`config.mk`:
```
export PLATFORM = sky130hd
export DESIGN_NAME = arb2_mux
export DESIGN_NICKNAME = d
export VERILOG_FILES = /design/src/rtl/arb2_mux.sv
export SDC_FILE = /design/constraint.sdc
export NUM_CORES = 1
export LEC_CHECK = 0
export CAP_MARGIN = 20
export CORE_MARGIN = 2
export CORE_UTILIZATION = 37
export DETAILED_ROUTE_END_ITERATION = 6
export PLACE_DENSITY = 0.81
export SLEW_MARGIN = 20
export SYNTH_ARGS = -nofsm -noshare
export SYNTH_HDL_FRONTEND = slang
export SYNTH_SLANG_ARGS = --single-unit
export TNS_END_PERCENT = 100
```
`constraint.sdc`:
```
create_clock -name clk -period 3.1 [get_ports clk]
set_clock_uncertainty 0.15 [all_clocks]
set_input_delay 0.31 -clock clk [delete_from_list [all_inputs] [get_ports clk]]
set_output_delay 0.31 -clock clk [all_outputs]
set_load 0.05 [all_outputs]
```
`src/rtl/arb2_mux.sv`:
```
// -----------------------------------------------------------------------------
// arb2_mux
//
// Two-input arbitrating selector. Two request channels (a, b) offer WIDTH-bit
// words with valid/ready handshakes. A combinational arbiter picks one channel.
// The chosen word is captured into a single output register that has its own
// valid/ready handshake. The captured word stays stable until the consumer
// accepts it.
//
// Handshake semantics (all three channels):
//   A transfer happens on a rising clk edge where both valid and ready are 1.
//   A producer holds its data stable while valid=1 and ready=0.
//   a_ready and b_ready are combinational. They depend on y_ready and on the
//   arbitration result. They are 0 while rst=1. At most one of them is high.
//
// Configuration:
//   ARB2_FIXED_PRIO_EN  When defined, A always wins a tie and the last-grant
//                       register is removed. When undefined (default), ties
//                       are resolved round-robin.
//
// Ports:
//   clk      in   rising-edge clock
//   rst      in   synchronous active-high reset
//   a        in   channel A data          [WIDTH-1:0]
//   a_valid  in   channel A word offered
//   a_ready  out  channel A word taken this cycle
//   b        in   channel B data          [WIDTH-1:0]
//   b_valid  in   channel B word offered
//   b_ready  out  channel B word taken this cycle
//   y        out  registered selected word [WIDTH-1:0]
//   y_valid  out  y holds an unconsumed word
//   y_ready  in   consumer accepts y
//   s        out  source of current y: 0 = A, 1 = B
// -----------------------------------------------------------------------------
module arb2_mux #(
  parameter int WIDTH = 8
) (
  input  logic             clk,
  input  logic             rst,
  input  logic [WIDTH-1:0] a,
  input  logic             a_valid,
  output logic             a_ready,
  input  logic [WIDTH-1:0] b,
  input  logic             b_valid,
  output logic             b_ready,
  output logic [WIDTH-1:0] y,
  output logic             y_valid,
  input  logic             y_ready,
  output logic             s
);

  logic load;       // output slot can take a word this cycle
  logic grant_a;
  logic grant_b;
  logic grant_any;
  logic s_next;     // index of the granted channel

  // The slot is free when it is empty, or when its word leaves this cycle.
  assign load = ~y_valid | y_ready;

`ifdef ARB2_FIXED_PRIO_EN
  // Fixed priority: A wins whenever it is valid.
  always_comb begin
    grant_a = a_valid;
    grant_b = b_valid & ~a_valid;
  end
`else
  // last_grant holds the index of the most recent real grant.
  // It resets to 1 (B), so A wins the first tie.
  logic last_grant;

  always_comb begin
    grant_a = 1'b0;
    grant_b = 1'b0;
    if (a_valid && b_valid) begin
      // On a tie, grant the channel that was not granted last time.
      grant_a = last_grant;
      grant_b = ~last_grant;
    end else begin
      grant_a = a_valid;
      grant_b = b_valid;
    end
  end

  // This register changes only on an actual capture. Idle cycles leave it alone.
  always_ff @(posedge clk) begin
    if (rst) begin
      last_grant <= 1'b1;
    end else if (load && grant_any) begin
      last_grant <= s_next;
    end
  end
`endif

  assign grant_any = grant_a | grant_b;
  assign s_next    = grant_b;

  // Readies are forced low in reset, so no handshake completes in that cycle.
  assign a_ready = ~rst & load & grant_a;
  assign b_ready = ~rst & load & grant_b;

  // Output register.
  // Capture when the slot is free and there is a grant.
  // Drain when the slot is free and there is no grant; y and s keep their
  // last value. Otherwise hold.
  always_ff @(posedge clk) begin
    if (rst) begin
      y       <= '0;
      y_valid <= 1'b0;
      s       <= 1'b0;
    end else if (load) begin
      if (grant_any) begin
        y       <= s_next ? b : a;
        s       <= s_next;
        y_valid <= 1'b1;
      end else begin
        y_valid <= 1'b0;
      end
    end
  end

endmodule

```
==> flow_metrics.env, run 1 <==
export IMPL_status="completed"
export IMPL_power_mw=0.405
export IMPL_cts_max_path_buffers=2
export IMPL_drcViolationCount=0
export IMPL_cp_start_kind="input pin"
export IMPL_avgRoutedWirePerCell_um=13.5
export IMPL_synth_edf_count=0
export IMPL_grt_max_degree=13
export IMPL_place_ws_ns=0.333
export IMPL_hp_class="flip-flop to flip-flop"
export IMPL_htreeDepth=1
export IMPL_max_cap_viol_count=0
export IMPL_p_int_mw=0.265
export IMPL_root_buffer="clkbuf_4"
export IMPL_vdd_ir_drop_max_mv=0.275
export IMPL_synth_area_um2=531
export IMPL_cellLeakagePower_nw=0.343
export IMPL_core_area_um2=1320
export IMPL_stdcell_count=113
export IMPL_grt_pass1_vias=562
export IMPL_synth_area_per_cell_um2=8.29
export IMPL_num_io_pins=33
export IMPL_finalWirelength_mm=1.53
export IMPL_slew_violations=0
export IMPL_overflow=0
export IMPL_drt_pass1_iter_count=4
export IMPL_hold_viol=0
export IMPL_cp_max_fo=6
export IMPL_period_needed_ns=2.73
export IMPL_swShare=0.345
export IMPL_die_h_um=41.9
export IMPL_cp_required_ns=2.64
export IMPL_routabilityCongestion=0.689
export IMPL_dpl_cell_count=109
export IMPL_setup_slack_ns=0.374
export IMPL_worstSetupPathType="input pin to output port"
export IMPL_p_switching_mw=0.139
export IMPL_port_buffers=32
export IMPL_dpl_cell_area_um2=856
export IMPL_antenna_cells=0
export IMPL_slew_headroom=0.630
export IMPL_ant_nets=0
export IMPL_synth_cell_types=18
export IMPL_rsz0062_at_grt="no"
export IMPL_grt_pass1_wl_mm=2.47
export IMPL_vias=625
export IMPL_insertion_delay_ns=0.27
export IMPL_async_flop_share=0
export IMPL_comb_power_share=0.355
export IMPL_drive_gt1_frac=0.0612
export IMPL_antenna_found_initial=0
export IMPL_rows=13
export IMPL_place_detailed_hpwl_mm=1.10
export IMPL_holdBufCountCts=0
export IMPL_power_density_nw_per_um2=459
export IMPL_ys_seq_area_frac=0.415
export IMPL_syn_inst=64
export IMPL_ys_warn_count=0
export IMPL_ys_flop_type="dfxtp_1"
export IMPL_viasPerCell=5.53
export IMPL_nNetsFinal=120
export IMPL_cp_end_kind="output port"
export IMPL_fmax_mhz=367
export IMPL_share_seq_of_total_power=0.401
export IMPL_die_area_um2=1750
export IMPL_synth_seq_cells=11
export IMPL_min_period_over_period=0.879
export IMPL_post_route_cell_area_um2=882
export IMPL_area_delta_synth_final_pct=66.3
export IMPL_synth_net_count=85
export IMPL_gr_usage_all_layers=0.185
export IMPL_fp_dieW_um=41.9
export IMPL_worst_pin_slew_ns=0.553
export IMPL_numCtsBuffers=3
export IMPL_drt_iter0_drc=10
export IMPL_clockPowerShare=0.244
export IMPL_setup_viol=0
export IMPL_post_cts_buffers=0
export IMPL_post_cts_resized=0
export IMPL_worstPathArrival_ns=2.27
export IMPL_tritoncts="done"
export IMPL_setup_tns_ns=0
export IMPL_clock_sinks=11
export IMPL_initial_core_util=0.403
export IMPL_clk_pin_slew_ns=0.07
## stage by stage
step                utilization  hold slack, ns
finish                    0.670           0.367
global route              0.670           0.398
CTS                       0.670           0.376
detailed placement        0.650           0.345
global placement          0.650           0.318
floorplan                     -           0.232
## power groups by stage
stage	clock network (mW)	logic, mW	registers (mW)
floorplan	0	0.0440	0.205
global placement	0	0.143	0.165
detailed placement	0	0.144	0.165
CTS	0.101	0.144	0.162
global route	0.111	0.151	0.164
finish	0.0989	0.144	0.162
## critical path: stages
cell             delay, ns
clkdlybuf4s50_1       0.62
inv_1                 0.07
a2111oi_1             0.39
clkdlybuf4s50_1       0.87
## path summary, 6_finish.rpt
path,start,endpoint,slack [ns],cells after the start
setup / recovery,a_valid,a_ready,0.37,4
hold / removal,y[0]$_SDFFE_PP0P_,y[0]$_SDFFE_PP0P_,0.37,2
setup reg to reg,y_valid$_SDFFE_PP0P_,y[6]$_SDFFE_PP0P_,1.68,3
hold reg to reg,y[0]$_SDFFE_PP0P_,y[0]$_SDFFE_PP0P_,0.37,2
## registers in the layout (all words and copies together), names as in the netlist
| register | flops |
|---|---|
| last_grant | 1 |
| s | 1 |
| y_valid | 1 |
| y | 8 |
## layout by cell type (no fill, tap or decap), drive strengths merged
cell,Yosys,final
nand2b,1,1
a21bo,1,1
nand2,17,17
nor2,2,2
clkdlybuf4s50,0,32
dfxtp,11,11
or2,1,1
nor2b,1,1
a311o,1,1
a2111oi,1,1
a21boi,1,1
a311oi,8,8
o21ai,1,1
clkbuf,1,4
a21oi,11,11
nor3,1,1
inv,2,2
buf,3,2
## logic make-up (layout without fill, tap and decap cells)
| logic type | count (synthesis) | in the layout | share of synthesized area |
|---|---|---|---|
| compound gates | 24 | 24 | 0.335 |
| flops | 11 | 11 | 0.415 |
| simple gates | 23 | 23 | 0.179 |
| buf+inv | 6 | 40 | 0.0707 |
## layout make-up
type	instances	area [um^2]
Fill cell	122	435
Timing Repair Buffer	34	335
Multi-Input combinational cell	47	274
Sequential cell	11	220
Clock buffer	4	26.3
Tap cell	15	18.8
Inverter	2	7.51
## cells in the mapped netlist (2+ instances only)
library cell	number	area share
inv_1	2	0.014
nor2_1	2	0.014
buf_4	2	0.028
nand2_1	17	0.12
a311oi_1	8	0.13
dfxtp_1	11	0.42
a21oi_1	11	0.10
## layer usage
metal | vias up | share of wire | wire [um] | track usage
met3 | 2 | 0.090 | 138 | 0.0739
li1 | 301 | - | - | -
met1 | 288 | 0.40 | 618 | 0.207
met5 | - | 0 | 0 | 0
met2 | 34 | 0.50 | 758 | 0.309
met4 | 0 | 0.0066 | 10 | 0.0774
No activity file was read; power rests on OpenSTA's default activity.
==> inputs of run 2 (changes only) <==
--- a/config.mk
+++ b/config.mk
@@ -9,7 +9,7 @@
 export CORE_MARGIN = 2
 export CORE_UTILIZATION = 37
 export DETAILED_ROUTE_END_ITERATION = 6
-export PLACE_DENSITY = 0.81
+export PLACE_DENSITY_LB_ADDON = 0.3
 export SLEW_MARGIN = 20
 export SYNTH_ARGS = -nofsm -noshare
 export SYNTH_HDL_FRONTEND = slang
==> run 2 against run 1 <==
  * Clock power barely moved
  * Largest power group unchanged
  * Die area did not move
  * Critical endpoint unchanged
  * Sequential power barely moved
  * Non-clock buffer count fell by 1
  * First-iteration DRC count fell by 40%
  * Global-route usage fell by 0.92 points
  * Cell count fell by 0.88%
  * Largest cell class unchanged
  * Highest routed layer unchanged
  * Fmax rose by 1.4%
==> flow_metrics.env, run 2 (synthesis results as in run 1) <==
export IMPL_clockPowerShare=0.246
export IMPL_initial_core_util=0.403
export IMPL_largest_register_ffs=8
export IMPL_power_density_nw_per_um2=459
export IMPL_vias=578
export IMPL_drt_pass1_iter_count=2
export IMPL_vdd_ir_drop_max_mv=0.262
export IMPL_layout_common_cells="clkdlybuf4s50_1, nand2_1, a21oi_1, dfxtp_1, a311oi_1"
export IMPL_rows=13
export IMPL_post_cts_buffers=0
export IMPL_period_needed_ns=2.69
export IMPL_viasPerCell=5.16
export IMPL_place_detailed_hpwl_mm=1.02
export IMPL_fp_dieW_um=41.9
export IMPL_post_route_cell_area_um2=875
export IMPL_worstSetupPathType="input pin to output port"
export IMPL_power_mw=0.401
export IMPL_avgRoutedWirePerCell_um=12.5
export IMPL_cp_max_fo=6
export IMPL_gr_usage_all_layers=0.176
export IMPL_die_area_um2=1750
export IMPL_grt_busiest_layer="met2"
export IMPL_slew_violations=0
export IMPL_core_area_um2=1320
export IMPL_share_seq_of_total_power=0.403
export IMPL_slew_headroom=0.634
export IMPL_post_cts_resized=0
export IMPL_dpl_cell_area_um2=848
export IMPL_holdBufCountCts=0
export IMPL_cellLeakagePower_nw=0.339
export IMPL_min_period_over_period=0.867
export IMPL_rsz0062_at_grt="no"
export IMPL_met2_usage=0.297
export IMPL_grt_max_degree=13
export IMPL_fmax_mhz=372
export IMPL_met3_usage=0.0826
export IMPL_die_h_um=41.9
export IMPL_numCtsBuffers=3
export IMPL_hp_class="flip-flop to flip-flop"
export IMPL_p_int_mw=0.264
export IMPL_overflow=0
export IMPL_drive_gt1_frac=0.0515
export IMPL_grt_pass1_wl_mm=2.33
export IMPL_p_switching_mw=0.137
export IMPL_hold_viol=0
export IMPL_root_buffer="clkbuf_4"
export IMPL_clock_sinks=11
export IMPL_ant_nets=0
export IMPL_max_cap_viol_count=0
export IMPL_cp_start_kind="input pin"
export IMPL_worstPathArrival_ns=2.23
export IMPL_fillers=113
export IMPL_largest_register="y"
export IMPL_clk_pin_slew_ns=0.06
export IMPL_insertion_delay_ns=0.27
export IMPL_setup_viol=0
export IMPL_drt_iter0_drc=6
export IMPL_swShare=0.342
export IMPL_cp_required_ns=2.64
export IMPL_setup_tns_ns=0
export IMPL_num_io_pins=33
export IMPL_use_met1=0.188
export IMPL_final_common_cell="clkdlybuf4s50_1"
export IMPL_crit_slowest_cell="clkdlybuf4s50_1"
export IMPL_htreeDepth=1
export IMPL_routabilityCongestion=0.753
export IMPL_crit_chain="clkdlybuf4s50_1 > inv_1 > a2111oi_1 > clkdlybuf4s50_1"
export IMPL_tritoncts="done"
export IMPL_nNetsFinal=119
export IMPL_cp_end_kind="output port"
export IMPL_port_buffers=32
export IMPL_drcViolationCount=0
export IMPL_cts_max_path_buffers=2
export IMPL_worst_pin_slew_ns=0.548
export IMPL_finalWirelength_mm=1.40
export IMPL_antenna_found_initial=0
export IMPL_crit_top_cell="clkdlybuf4s50_1"
export IMPL_grt_pass1_vias=561
export IMPL_critPathMaxStageDelay_ns=0.87
export IMPL_status="completed"
export IMPL_antenna_cells=0
export IMPL_area_delta_synth_final_pct=64.9
export IMPL_comb_power_share=0.351
-- run 2: final timing paths --
check	from	endpoint	slack, ns	depth (start not counted)
setup reg to reg	y_valid$_SDFFE_PP0P_	y[3]$_SDFFE_PP0P_	1.70	3
setup / recovery	a_valid	a_ready	0.41	4
hold reg to reg	s$_SDFFE_PP0P_	s$_SDFFE_PP0P_	0.35	2
hold / removal	s$_SDFFE_PP0P_	s$_SDFFE_PP0P_	0.35	2
-- run 2: stage by stage --
stage,instances,utilization,setup slack (ns),hold slack (ns)
after floorplan,64,-,0.222,0.232
after global placement,108,0.644,0.454,0.324
after detailed placement,108,0.644,0.416,0.344
after CTS,112,0.664,0.411,0.355
after global routing,112,0.664,0.292,0.370
final,112,0.664,0.411,0.349
-- run 2: power groups by stage --
stage | logic (mW) | registers (mW) | clock network, mW
after floorplan | 0.0440 | 0.205 | 0
after global placement | 0.140 | 0.165 | 0
after detailed placement | 0.142 | 0.165 | 0
after CTS | 0.142 | 0.162 | 0.105
after global routing | 0.149 | 0.163 | 0.115
final | 0.141 | 0.162 | 0.0986
-- run 2: routing by layer --
| metal | vias up | part of all wire |
|---|---|---|
| li1 | 297 | - |
| met1 | 258 | 0.46 |
| met2 | 18 | 0.47 |
| met3 | 5 | 0.058 |
| met4 | 0 | 0.014 |
| met5 | - | 0 |
-- run 2: layout make-up --
class / count / area (um^2) / share of cell area
well taps: 15 / 18.8 / 0.0215
inverters: 2 / 7.51 / 0.00858
flip-flops and latches: 11 / 220 / 0.252
repair buffers: 33 / 328 / 0.375
multi-input cells: 47 / 274 / 0.313
clock buffers: 4 / 26.3 / 0.0300
-- run 2: worst max-delay path: cells and delay by family --
family | cells | cell delay (ns)
buf+inv | 3 | 1.55
compound gates | 1 | 0.36
